File: src/rtl/bft_out_arbiter.sv
// rtl/bft_out_arbiter.sv - round-robin arbiter sharing one BFT injection port among NUM_REQ requesters
// Optional BURST_LOCK_EN: last winner may hold the port for up to MAX_BURST consecutive grants.
module bft_out_arbiter #(
    parameter int PACKET_BITS   = 97,
    parameter int NUM_LEAF_BITS = 6,
    parameter int NUM_PORT_BITS = 4,
    parameter int NUM_REQ       = 4,
    parameter int COUNT_BITS    = 16,
    parameter int MAX_BURST     = 4
) (
    input  logic                                                           clk,
    input  logic                                                           reset,
    input  logic [NUM_REQ-1:0]                                             req_valid,
    output logic [NUM_REQ-1:0]                                             req_ready,
    input  logic [NUM_REQ*NUM_LEAF_BITS-1:0]                               req_leaf,
    input  logic [NUM_REQ*NUM_PORT_BITS-1:0]                               req_port,
    input  logic [NUM_REQ*(PACKET_BITS-1-NUM_LEAF_BITS-NUM_PORT_BITS)-1:0] req_payload,
    output logic [PACKET_BITS-1:0]                                         o_bft_data,
    input  logic                                                           i_bft_ready,
    output logic [$clog2(NUM_REQ)-1:0]                                     o_grant_id,
    output logic [COUNT_BITS-1:0]                                          o_pkt_count
);
    localparam int PAYLOAD_BITS = PACKET_BITS - 1 - NUM_LEAF_BITS - NUM_PORT_BITS;
    localparam int ID_BITS      = $clog2(NUM_REQ);

    if (NUM_REQ < 2 || MAX_BURST < 1) begin : g_bad_params
        $error("bft_out_arbiter: NUM_REQ must be >= 2 and MAX_BURST >= 1");
    end

    typedef enum logic {S_EMPTY, S_FULL} state_t;

    state_t                   state_q, state_d;
    logic [PACKET_BITS-1:0]   data_q, data_d;
    logic [ID_BITS-1:0]       grant_q, grant_d;
    logic [ID_BITS-1:0]       ptr_q, ptr_d;
    logic [COUNT_BITS-1:0]    cnt_q, cnt_d;
    logic [ID_BITS-1:0]       win;
    logic                     found;
    logic                     xfer;
    logic                     free;
    logic                     lock;

    logic [NUM_LEAF_BITS-1:0] leaf_a [NUM_REQ];
    logic [NUM_PORT_BITS-1:0] port_a [NUM_REQ];
    logic [PAYLOAD_BITS-1:0]  pay_a  [NUM_REQ];

    for (genvar i = 0; i < NUM_REQ; i++) begin : g_unpack
        assign leaf_a[i] = req_leaf[i*NUM_LEAF_BITS +: NUM_LEAF_BITS];
        assign port_a[i] = req_port[i*NUM_PORT_BITS +: NUM_PORT_BITS];
        assign pay_a[i]  = req_payload[i*PAYLOAD_BITS +: PAYLOAD_BITS];
    end

`ifdef BURST_LOCK_EN
    localparam int BURST_BITS = $clog2(MAX_BURST + 1);
    logic [BURST_BITS-1:0] burst_q, burst_d;

    // A zero burst count means no grant has happened yet, so there is no winner to extend.
    assign lock = (burst_q != '0) && (burst_q < BURST_BITS'(MAX_BURST)) && req_valid[grant_q];
`else
    assign lock = 1'b0;
`endif

    always_comb begin
        int unsigned idx;
        idx   = 0;
        xfer  = (state_q == S_FULL) && i_bft_ready;
        free  = (state_q == S_EMPTY) || xfer;
        found = 1'b0;
        win   = ptr_q;
        for (int k = 0; k < NUM_REQ; k++) begin
            idx = (int'(ptr_q) + k) % NUM_REQ;
            if (!found && req_valid[ID_BITS'(idx)]) begin
                found = 1'b1;
                win   = ID_BITS'(idx);
            end
        end
        if (lock) begin
            found = 1'b1;
            win   = grant_q;
        end
        req_ready = '0;
        if (free && found) begin
            req_ready[win] = 1'b1;
        end
    end

    always_comb begin
        state_d = state_q;
        data_d  = data_q;
        grant_d = grant_q;
        ptr_d   = ptr_q;
        cnt_d   = xfer ? cnt_q + COUNT_BITS'(1) : cnt_q;
`ifdef BURST_LOCK_EN
        burst_d = burst_q;
`endif
        if (free) begin
            if (found) begin
                state_d = S_FULL;
                data_d  = {1'b1, leaf_a[win], port_a[win], pay_a[win]};
                grant_d = win;
                if (!lock) begin
                    ptr_d = (win == ID_BITS'(NUM_REQ - 1)) ? '0 : win + ID_BITS'(1);
                end
`ifdef BURST_LOCK_EN
                burst_d = lock ? burst_q + BURST_BITS'(1) : BURST_BITS'(1);
`endif
            end else begin
                state_d = S_EMPTY;
                data_d  = '0;
            end
        end
    end

    always_ff @(posedge clk or negedge reset) begin
        if (!reset) begin
            state_q <= S_EMPTY;
            data_q  <= '0;
            grant_q <= '0;
            ptr_q   <= '0;
            cnt_q   <= '0;
`ifdef BURST_LOCK_EN
            burst_q <= '0;
`endif
        end else begin
            state_q <= state_d;
            data_q  <= data_d;
            grant_q <= grant_d;
            ptr_q   <= ptr_d;
            cnt_q   <= cnt_d;
`ifdef BURST_LOCK_EN
            burst_q <= burst_d;
`endif
        end
    end

    assign o_bft_data  = data_q;
    assign o_grant_id  = grant_q;
    assign o_pkt_count = cnt_q;

endmodule

File: config.mk
export PLATFORM = sky130hd
export DESIGN_NAME = bft_out_arbiter
export DESIGN_NICKNAME = d
export VERILOG_FILES = /design/src/rtl/bft_out_arbiter.sv
export SDC_FILE = /design/constraint.sdc
export NUM_CORES = 1
export LEC_CHECK = 0
export BUFFER_PORTS_ARGS = -buffer_cell sky130_fd_sc_hd__clkbuf_2
export CAP_MARGIN = 20
export CORE_AREA = 2 2 201 203
export CTS_CLUSTER_SIZE = 16
export DETAILED_ROUTE_END_ITERATION = 6
export DIE_AREA = 0 0 203 205
export SYNTH_ARGS = -nofsm -noshare
export SYNTH_HDL_FRONTEND = slang
export SYNTH_SLANG_ARGS = --single-unit
File: constraint.sdc
create_clock -name clk -period 3.9 [get_ports clk]
set_input_delay 0.195 -clock clk [delete_from_list [all_inputs] [get_ports clk]]
set_output_delay 0.195 -clock clk [all_outputs]
set_load 0.005 [all_outputs]
# Yosys cells after proc, flatten, opt, wreduce, memory -nomap -nowiden
# Cells that the tools add are included.
[word_totals]
out_inout_bits = 119
ff_bits = 118
wordCells = 61
in_bits = 391
[classes]
bitwise_logic = 2
n_eq_ne = 1
n_lt_le_gt_ge = 7
n_addsub = 5
n_reduce_logical = 11
muxes = 30
[op_table]
columns = ["cell", "n"]
rows = [
  ["$bmux W86 S2", 1],
  ["$mux W86", 2],
  ["$mux W97", 1],
  ["$add A16 B1 Y16 const B", 1],
  ["$lt A2 B3 Y1 const B", 5],
  ["$bmux W6 S2", 1],
  ["$mux W4", 3],
  ["$mux W6", 2],
  ["$mux W1", 10],
  ["$bmux W1 S2", 4],
  ["$bmux W4 S2", 1],
  ["$mux W2", 4],
  ["$logic_and A1 B1 Y1", 6],
  ["$add A2 B1 Y2 const B", 2],
  ["$add A2 B2 Y2 const B", 2],
  ["$ge A3 B3 Y1 const B", 1],
  ["$logic_not A1 Y1", 3],
  ["$not A2 Y3", 1],
  ["$demux W1 S2", 1],
  ["$eq A2 B2 Y1 const B", 1],
  ["$ge A2 B1 Y1 const B", 1],
  ["$reduce_and A2 Y1", 1],
  ["$logic_or A1 B1 Y1", 1],
  ["$not A1 Y1", 1],
]

# Longest topological paths before layout
# Gate-level depths: netlist of run 1.
[logic_depth]
ltp_word = 17
ltp_mapped = 8

# Least setup slack after synthesis of run 1
# Ideal clock, no wire load.
[synth_timing]
path_type = "flip-flop to flip-flop"
from = "register ptr_q[1]"
to = "register data_q[14], in the netlist o_bft_data[14]"
t_arrival_ns = 1.914
period_less_slack_ns = 2.035
slack_ns = 1.865
stages_incl_launch_ff = 9
setup_ns = 0.121
cell_sequence = "dfrtp_1 -> nand2_1 -> a21oi_2 -> o211a_4 -> inv_2 -> buf_6 -> buf_8 -> mux4_2 -> a22o_1"
[synth_between]
elab_chain_cells = 17
elab_cells_between_ends = 29
cone_classes = "3 x add/sub; 19 x mux; 1 x bitwise; 6 x reduce/logical"
[synth_rtl]
columns = ["item", "line_no", "rtl"]
rows = [
  ["start, declared", "35", "logic [ID_BITS-1:0] ptr_q, ptr_d;"],
  ["start signal, assigned", "128", "ptr_q <= ptr_d;"],
  ["parallel branches: the longest is 11 deep, another holds $add A2 B1 Y2", "n/a", ""],
  ["$mux W2 *", "72", "if (!found && req_valid[ID_BITS'(idx)]) begin"],
  ["named net win[0]", "37", "logic [ID_BITS-1:0] win;"],
  ["$not A2 Y3 (not written as such) *", "99", "data_d = {1'b1, leaf_a[win], port_a[win], pay_a[win]};"],
  ["$bmux W86 S2 *", "99", ""],
  ["$mux W86 (not written as such) * (2 in series)", "99", ""],
  ["$mux W97 *", "97", "if (found) begin"],
  ["end signal, assigned", "126", "data_q <= data_d;"],
  ["end, declared", "33", "logic [PACKET_BITS-1:0] data_q, data_d;"],
]
# Mark *: on every way through the listed nets, which the timed path passes. The select of a mux whose other input is x is not followed.
# A chain may end at the register's enable or synchronous reset.

# Final worst setup path of run 1
[layout_timing]
from = "register ptr_q[1]"
to = "output req_ready[0]"
[layout_between]
elab_chain_cells = 17
elab_cells_between_ends = 31
cone_classes = "3 x add/sub; 2 x order compare; 18 x mux; 8 x reduce/logical"
[layout_rtl]
columns = ["item", "line_no", "rtl"]
rows = [
  ["parallel branches: the longest is 16 deep, another holds $lt A2 B3 Y1", "n/a", ""],
  ["$mux W4 *", "82", "if (free && found) begin"],
  ["end, declared", "14", "output logic [NUM_REQ-1:0] req_ready,"],
]
# Every way passes the cells marked *. The select of a mux whose other input is x is not followed.

==> flow_summary.yaml, run 1 <==
hold_path:
  worstHoldPathCells: 3
  hold_class: "in2reg"
setup_path:
  critical_path_arrival_ns: 2.49
  crit_fanout: 45
  endpoint_kind: "output pin"
  rr_worst_depth: 7
  critPathLaunchType: "flop"
  r2r_slack_ns: 1.33
  cpMaxStageDelayCell: "buf_4"
  critPathKind: "reg2out"
  cp.required_ns: 3.70
  max_stage_delay_ns: 0.50
  crit_chain: "nor3b_1 > a21oi_1 > a2bb2oi_4 > buf_4 > inv_1 > ha_1 > and2_1 > clkbuf_2"
sta:
  final-max-slew-violation-count: 0
  tightest_slew_ns: 0.6698
  fmax_mhz: 372.5
  setup_tns_ns: 0
  rsz0062_at_grt: "false"
  setup_viol: 0
  max-slew-margin-rel_pct: 54.93
  worst_hold_slack_ns: 0.1142
  finalCritPeriodShare_pct: 68.83
  fin_skew_ns: 0.006602
  fin_crit_ns: 2.684
  finalHoldViolations: 0
synth:
  syn_inst: 429
  ys_top_cells_by_count: "117 x dfrtp_1, 96 x a22o_1, 96 x mux4_2, 29 x clkbuf_1"
  synth_area_sq_um: 6674
  synth.net_count: 825
  yosys.cell_count.top_type: "dfrtp_1"
  ys_types: 34
  avgSynthCellArea_sq_um: 15.56
  synth_top_area_share_pct: 43.87
  yosysSeqAreaShare_pct: 43.87
  synth_edf_count: 0
  synth_ff_type: "dfrtp_1"
  synth_top_area_cell: "dfrtp_1"
  yosysWarningCount: 0
  ys_ff_latch: 117
  async_flop_share_pct: 100.0
  synthTopCellsByArea: "dfrtp_1 44%, mux4_2 32%, a22o_1 13%, clkbuf_1 1.6%, xnor2_1 1.6%"
detailed_routing:
  drc: 0
  dr.first_iter.drc_count: 312
  wl_um: 27510
  wire_per_inst_um: 18.67
  ant_nets: 0
  first_pass_iters: 6
  vias_per_cell: 4.305
  num_vias: 6341
floorplanning:
  top_level_ports: 510
  dieWidth_um: 203
  start_util_pct: 16.95
  row_count: 73
  core-area_sq_um: 39370
  die-area_sq_um: 41620
  die_h_um: 205
finish:
  drive_gt1_share_pct: 69.89
  final_cell_area_sq_um: 10460
  nets: 1323
  stdcell_count: 1473
  synthToLayoutAreaGrowth_pct: 56.67
  nFillCells: 4147
global_routing:
  gr-total-overflow: 0
  grt_pass1_wl_um: 39230
  grt_pass1_vias: 6367
  grt_max_degree: 56
  grt_usage_pct: 12.87
  antenna_found_initial: 9
placement:
  dpl_cell_area_sq_um: 9827
  portBuffers: 509
  place_inst: 1432
  gp_congestion: 0.8777
  dp_hpwl_um: 22530
clock_network:
  cts.clk_slew.worst_paths_ns: 0.06
  clock_sinks: 117
  h-tree-depth: 4
  ctsResizeCount: 0
  cts_tree: "done"
  ctsLongestPathBuffers: 2
  clock_latency_ns: 0.42
  cts_buffers: 17
  cts_root_buf: "clkbuf_16"
power_and_ir_drop:
  vdd_ir_drop_max_uv: 183.3
  power_mw: 6.035
  leakage_nw: 5.175
  power_density_nw_per_um2: 577.1
flow_run:
  drv_cap: 0
status:
  status: "completed"
-- critical path: cells and delay by family, from the launching register on --
family          cells  cell delay, ns
simple gates        2            0.34
fa+ha+maj           1            0.21
compound gates      2            0.27
buf+inv             3            0.77
flops               1            0.46
-- layer usage --
layer	GRT usage, %	share of wire (%)	up-vias
met5	0	0	-
met4	5.553	3.1	0
met3	4.645	8.5	27
met2	21.07	49	330
met1	15.19	39	3184
li1	-	-	2800
-- cell usage in the layout (no fill, tap or decap), types with 2 or more instances in the layout --
cell type	netlist	routed
clkbuf_2	0	508
dfrtp_1	117	117
mux4_2	96	96
a22o_1	96	96
clkbuf_16	0	17
nand2_1	12	12
xnor2_1	12	12
buf_4	1	9
diode_2	0	8
nand3_1	7	7
nor2_1	7	6
ha_1	5	5
clkinv_2	0	5
and2_1	4	4
xor2_1	3	3
mux2_2	3	3
bufinv_16	0	3
buf_12	0	3
nor2b_1	3	2
inv_6	0	2
inv_1	2	2
a21oi_1	2	2
nor4_1	2	2
and4_1	2	2
nand4_1	2	2
clkinvlp_4	0	2
clkinv_4	0	2
-- what timing repair did --
action | CTS | global route
buffers inserted | 0 | 0
hold endpoints to repair | 47 | 0
hold buffers | 1 | 0
-- state kept, by name (all words and copies together) (netlist names) --
register,cells
ptr_q,2
o_bft_data,96
o_grant_id,2
o_pkt_count,16
state_q,1
-- metrics by stage --
stage	util [%]	setup slack (ns)
global route	26.54	0.9635
finish	26.56	1.216
floorplan	-	1.865
detailed placement	24.96	1.283
global placement	24.96	1.331
CTS	26.51	1.123
-- kinds of logic (layout without fill, tap and decap cells) --
group | count (synthesis) | count (layout) | share of synthesized area, %
mux | 99 | 99 | 32.90
flops | 117 | 117 | 43.87
simple gates | 42 | 42 | 3.187
fa+ha+maj | 5 | 5 | 0.9374
buf+inv | 46 | 557 | 3.412
other cells | 0 | 8 | 0
compound gates | 105 | 105 | 13.72
xor+xnor | 15 | 15 | 1.969
-- power breakdown --
group	leakage (nW)	internal, mW	total, mW	switching [mW]
clock network	0.293	1.02	1.62	0.598
logic	3.44	1.47	2.53	1.06
registers	1.44	1.60	1.89	0.285
total	5.17	4.09	6.03	1.95
-- cell type report --
cell class	instances	area [sq um]	area share [%]
multi-input combinational	266	3545	33.90
sequential	117	2928	28.00
timing repair buffer	522	2691	25.74
tap	525	656.9	6.282
clock buffer	19	442.9	4.236
clock inverter	13	156.4	1.496
antenna	8	20.02	0.1915
inverter	3	16.27	0.1556
-- worst paths after layout --
path,startpoint,to
worst max-delay path,ptr_q[1],req_ready[0]
worst min-delay path,req_valid[0],state_q
worst max register to register,ptr_q[1],o_bft_data[44]
worst min register to register,o_pkt_count[15],o_pkt_count[15]
max in group asynchronous,reset,o_bft_data[78]
min in group asynchronous,reset,o_pkt_count[1]
(Power assumes the default switching activity.)
==> inputs of run 2 (changes only) <==
==> constraint.sdc (replaced) <==
create_clock -name clk -period 2.19 [get_ports clk]
set_input_delay 0.1095 -clock clk [delete_from_list [all_inputs] [get_ports clk]]
set_output_delay 0.1095 -clock clk [all_outputs]
set_load 0.005 [all_outputs]
==> run 2 against run 1 <==
  * Setup slack got worse by 1.2 ns
  * Hold slack got worse by 0.016 ns
  * Largest power group unchanged
  * Sequential power rose by 78%
  * Register-to-register slack got worse by 1.3 ns
  * Global-route usage rose by 0.83 points
  * Design area rose by 5.9%
==> flow_summary.yaml, run 2 (synthesized netlist as in run 1, its figures left out) <==
sta:
  fin_skew_ns: 0.008473
  worst_hold_slack_ns: 0.09843
  setup_tns_ns: 0
  fin_crit_ns: 2.145
  setup_viol: 0
  fmax_mhz: 466.1
  final-max-slew-violation-count: 0
  tightest_slew_ns: 0.5390
  finalCritPeriodShare_pct: 97.96
  max-slew-margin-rel_pct: 64.06
  rsz0062_at_grt: "true"
  finalHoldViolations: 0
  setup_slack_ns: 0.04474
clock_network:
  h-tree-depth: 4
  ctsLongestPathBuffers: 2
  clock_latency_ns: 0.43
  cts.clk_slew.worst_paths_ns: 0.06
  cts_tree: "done"
  clock_sinks: 117
  cts_buffers: 17
  cts_root_buf: "clkbuf_16"
detailed_routing:
  first_pass_iters: 4
  dr.first_iter.drc_count: 392
  drc: 0
  met2WireLength_um: 14790
  num_vias: 6571
  ant_nets: 0
  wire_per_inst_um: 19.79
  routed.top_layer: "met5"
  wl_um: 29800
  wl_met1_um: 11680
  vias_per_cell: 4.363
  wl_met3_um: 2262
setup_path:
  endpoint_kind: "flop"
  critPathLaunchType: "flop"
  critical_path_arrival_ns: 2.46
  cp.required_ns: 2.50
  critPathKind: "reg2reg"
  crit_fanout: 7
finish:
  synthToLayoutAreaGrowth_pct: 65.92
  layout_commonest_cell: "clkbuf_2"
  final_cell_mix: "505 x clkbuf_2, 117 x dfrtp_1, 96 x mux4_2, 96 x a22o_1, 20 x clkbuf_16"
  drive_gt1_share_pct: 71.88
  nFillCells: 4083
  nets: 1355
  largest_register_ffs: 96
global_routing:
  grt_pass1_vias: 6702
  grt_pass1_wl_um: 41700
  antenna_found_initial: 13
  gr-total-overflow: 0
  grt_usage_pct: 13.70
  grt_max_degree: 99
placement:
  gp_congestion: 0.8664
  dp_hpwl_um: 23050
  place_ws_ns: 0.04943
  portBuffers: 509
power_and_ir_drop:
  swShare_pct: 32.23
  vdd_ir_drop_max_uv: 374.7
  p_int_mw: 7.937
  power.switching_mw: 3.775
  leakage_nw: 5.444
  seqPwrFrac_pct: 28.7
  power_density_nw_per_um2: 1058
  power_mw: 11.71
  combPwrFrac_pct: 46.4
  clkPwrFrac_pct: 24.9
floorplanning:
  dieWidth_um: 203
  die-area_sq_um: 41620
  start_util_pct: 16.95
  row_count: 73
  die_h_um: 205
  core-area_sq_um: 39370
  top_level_ports: 510
flow_run:
  drv_cap: 0
status:
  status: "completed"
hold_path:
  hold_class: "in2reg"
==> run 2: cell count changes in the layout (fill, tap and decap cells not counted), moves of 4 or more <==
cell,change
buf_6,+9
buf_12,+8
buf_4,+6
buf_8,+4
==> run 2: critical path: stages, from the launching register on <==
cell and delay [ns]:
dfrtp_1 0.42, nor2_2 0.14, a21oi_2 0.04, o211a_4 0.24, inv_6 0.07, buf_12 0.13, buf_12 0.13, clkbuf_16 0.16
mux4_2 0.48, a22o_1 0.19
==> run 2: cell type report <==
| class | instances | area [sq um] | share of cell area [%] |
|---|---|---|---|
| multi-input cells | 266 | 3591 | 32.43 |
| inverters | 3 | 21.27 | 0.1921 |
| diodes | 10 | 25.02 | 0.2260 |
| repair buffers | 554 | 3243 | 29.29 |
| clock buffers | 19 | 452.9 | 4.090 |
| clock inverters | 12 | 155.1 | 1.401 |
| well taps | 525 | 656.9 | 5.932 |
| flip-flops and latches | 117 | 2928 | 26.44 |
==> run 2: power groups by stage <==
stage	clock (mW)	combinational, mW	sequential, mW
after floorplan	0	2.81	3.34
after global placement	0	4.79	3.37
after detailed placement	0	4.88	3.37
after CTS	3.04	5.21	3.36
after global routing	3.12	5.84	3.45
final	2.92	5.43	3.36
==> run 2: final timing paths <==
| kind | cells past startpoint | start | end | slack [ns] |
|---|---|---|---|---|
| worst max-delay path | 9 | ptr_q[0] | o_bft_data[90] | 0.04 |
| worst min-delay path | 4 | req_valid[2] | state_q | 0.1 |
| worst max register to register | 9 | ptr_q[0] | o_bft_data[90] | 0.04 |
| worst min register to register | 1 | o_pkt_count[15] | o_pkt_count[15] | 0.48 |
| max in group asynchronous | 3 | reset | o_bft_data[70] | 1.34 |
| min in group asynchronous | 2 | reset | o_pkt_count[7] | 0.22 |
==> run 2: what timing repair did <==
item                                    CTS  global route
endpoints found under the hold margin    49             0
resized for setup                         7            30
gates cloned                              2             3
setup buffers                             9             1
hold buffers                              2             0
endpoints found under the setup margin    4            77
pin swaps                                 5            19
==> run 2: metal layers <==
| metal | global-route usage, % | vias to the layer above |
|---|---|---|
| met5 | 0 | - |
| met4 | 6.126 | 2 |
| met3 | 4.629 | 49 |
| met2 | 22.69 | 379 |
| met1 | 16.08 | 3268 |
| li1 | - | 2873 |
==> run 2: stage by stage <==
step | cell area (sq um) | util, % | instances
6_report | 11070 | 28.13 | 1506
5_1_grt | 11070 | 28.11 | 1503
4_1_cts | 10860 | 27.58 | 1492
3_5_place_dp | 10060 | 25.55 | 1448
3_3_place_gp | 10060 | 25.55 | 1448
2_1_floorplan | 6674 | - | 429
==> inputs of run 3 (changes only) <==
--- a/config.mk
+++ b/config.mk
@@ -7,10 +7,10 @@
 export LEC_CHECK = 0
 export BUFFER_PORTS_ARGS = -buffer_cell sky130_fd_sc_hd__clkbuf_2
 export CAP_MARGIN = 20
-export CORE_AREA = 2 2 201 203
+export CORE_AREA = 2 2 200 202
 export CTS_CLUSTER_SIZE = 16
 export DETAILED_ROUTE_END_ITERATION = 6
-export DIE_AREA = 0 0 203 205
+export DIE_AREA = 0 0 202 204
 export SYNTH_ARGS = -nofsm -noshare
 export SYNTH_HDL_FRONTEND = slang
 export SYNTH_SLANG_ARGS = --single-unit
==> run 3 against run 2 <==
  * Wire length shrank 8.8%
  * Sequential power about the same
  * Via count shrank 1.0%
  * Count of clock-buffer cells in the layout up 4
  * First-iteration DRC count down 21%
  * Non-clock buffer count rose by 10
  * Design area shrank 0.32%
  * Fmax down 1.3%
  * Sequential cell count stayed put
  * Register-to-register slack worse by 0.03 ns
  * Highest routed layer unchanged
==> flow_summary.yaml, run 3 (synthesized netlist as in run 1, its figures left out) <==
setup_path:
  critPathKind: "reg2reg"
  cp.required_ns: 2.51
  endpoint_kind: "flop"
  crit_fanout: 8
  crit_chain: "buf_6 > o22ai_2 > nand2_1 > o211a_4 > clkinv_4 > buf_12 > buf_12 > buf_8 > mux4_2 > a22o_1"
  critical_path_arrival_ns: 2.49
  rr_worst_depth: 10
  cpMostUsedCell: "buf_12"
  critPathLaunchType: "flop"
  cpMaxStageDelayCell: "mux4_2"
  max_stage_delay_ns: 0.50
placement:
  place_ws_ns: 0.07845
  dp_hpwl_um: 21640
  portBuffers: 509
  gp_congestion: 0.8361
sta:
  fin_skew_ns: 0.007538
  final-max-slew-violation-count: 0
  finalHoldViolations: 0
  finalCritPeriodShare_pct: 99.27
  setup_viol: 0
  tightest_slew_ns: 0.6825
  fin_crit_ns: 2.174
  setup_slack_ns: 0.01594
  rsz0062_at_grt: "true"
  max-slew-margin-rel_pct: 54.50
  fmax_mhz: 460.0
power_and_ir_drop:
  vdd_ir_drop_max_uv: 378.4
  seqPwrFrac_pct: 29.4
  leakage_nw: 5.445
  swShare_pct: 31.85
  combPwrFrac_pct: 47.0
  clkPwrFrac_pct: 23.6
  power.switching_mw: 3.631
  power_density_nw_per_um2: 1033
  p_int_mw: 7.770
global_routing:
  gr-total-overflow: 0
  antenna_found_initial: 5
  grt_usage_pct: 12.88
  grt_pass1_wl_um: 39940
  grt_max_degree: 99
  grt_pass1_vias: 6903
detailed_routing:
  wl_um: 27170
  drc: 0
  wire_per_inst_um: 18.00
  dr.first_iter.drc_count: 311
  vias_per_cell: 4.309
  ant_nets: 0
  first_pass_iters: 4
  num_vias: 6503
clock_network:
  clock_sinks: 117
  h-tree-depth: 4
  cts_tree: "done"
  cts.clk_slew.worst_paths_ns: 0.06
  ctsLongestPathBuffers: 2
  cts_root_buf: "clkbuf_16"
  clock_latency_ns: 0.43
  cts_buffers: 17
hold_path:
  hold_class: "in2reg"
  worstHoldPathCells: 3
floorplanning:
  start_util_pct: 17.03
  die-area_sq_um: 41210
  core-area_sq_um: 39180
  dieWidth_um: 202
  row_count: 73
  top_level_ports: 510
  die_h_um: 204
flow_run:
  drv_cap: 0
finish:
  final_cell_mix: "504 x clkbuf_2, 116 x dfrtp_1, 96 x mux4_2, 96 x a22o_1, 30 x buf_4"
  drive_gt1_share_pct: 72.58
  synthToLayoutAreaGrowth_pct: 65.39
  layout_commonest_cell: "clkbuf_2"
  largest_register_ffs: 96
  postLayoutCoreUtil_pct: 28.17
  nFillCells: 4062
  nets: 1365
status:
  status: "completed"
## run 3: stage by stage
stage                     std cells  instance area (sq um)  hold slack (ns)  power [mW]  setup TNS [ns]
after CTS                      1497                  10780         0.001519       11.26        -0.02495
final                          1509                  11040          0.04125       11.40               0
after global placement         1456                  10110          0.05385       8.226               0
after global routing           1509                  11040          0.04213       12.14          -1.964
after floorplan                 429                   6674          -0.1861       6.156               0
after detailed placement       1456                  10110          0.05901       8.316               0
## run 3: final cells by class
| class | instances | area, sq um | share of cell area, % |
|---|---|---|---|
| Clock buffer | 23 | 488.0 | 4.421 |
| Antenna cell | 3 | 7.507 | 0.06801 |
| Tap cell | 525 | 656.9 | 5.951 |
| Inverter | 3 | 21.27 | 0.1927 |
| Multi-Input combinational cell | 266 | 3622 | 32.82 |
| Clock inverter | 8 | 75.07 | 0.6801 |
| Sequential cell | 117 | 2929 | 26.54 |
| Timing Repair Buffer | 564 | 3238 | 29.34 |
## run 3: worst paths after layout
check                      slack (ns)              end            start
hold reg to reg                  0.49  o_pkt_count[15]  o_pkt_count[15]
setup / recovery                 0.02    o_bft_data[5]         ptr_q[1]
min in group asynchronous        0.18   o_pkt_count[6]            reset
hold / removal                   0.04   o_pkt_count[2]      i_bft_ready
max in group asynchronous        1.31   o_bft_data[69]            reset
setup reg to reg                 0.02    o_bft_data[5]         ptr_q[1]
## run 3: metal layers
metal,track usage [%],vias up,wire length [um]
met5,0,-,9
met4,5.515,2,659
li1,-,2873,-
met2,21.18,343,13550
met1,15.17,3254,10860
met3,4.656,31,2094
## run 3: worst max-delay path, delay by kind of cell, from the launching register on
kind | cells | cell delay, ns
flip-flops | 1 | 0.40
AND/OR/NAND/NOR | 1 | 0.09
multiplexers | 1 | 0.50
AO/OA/AOI/OAI | 3 | 0.48
buffers and inverters | 5 | 0.59
## run 3: repair_timing
| item | CTS | global route |
|---|---|---|
| endpoints found under the setup margin | 4 | 94 |
| gates cloned | 0 | 1 |
| resized for setup | 10 | 39 |
| hold endpoints to repair | 42 | 0 |
| hold buffers | 1 | 0 |
| pin swaps | 2 | 17 |
| setup buffers | 9 | 8 |
## run 3: power groups by stage
stage | Sequential (mW) | Clock [mW] | Combinational, mW
6_report | 3.35 | 2.70 | 5.36
5_1_grt | 3.44 | 2.90 | 5.80
4_1_cts | 3.35 | 2.80 | 5.10
3_5_place_dp | 3.36 | 0 | 4.96
3_3_place_gp | 3.37 | 0 | 4.85
2_1_floorplan | 3.34 | 0 | 2.81
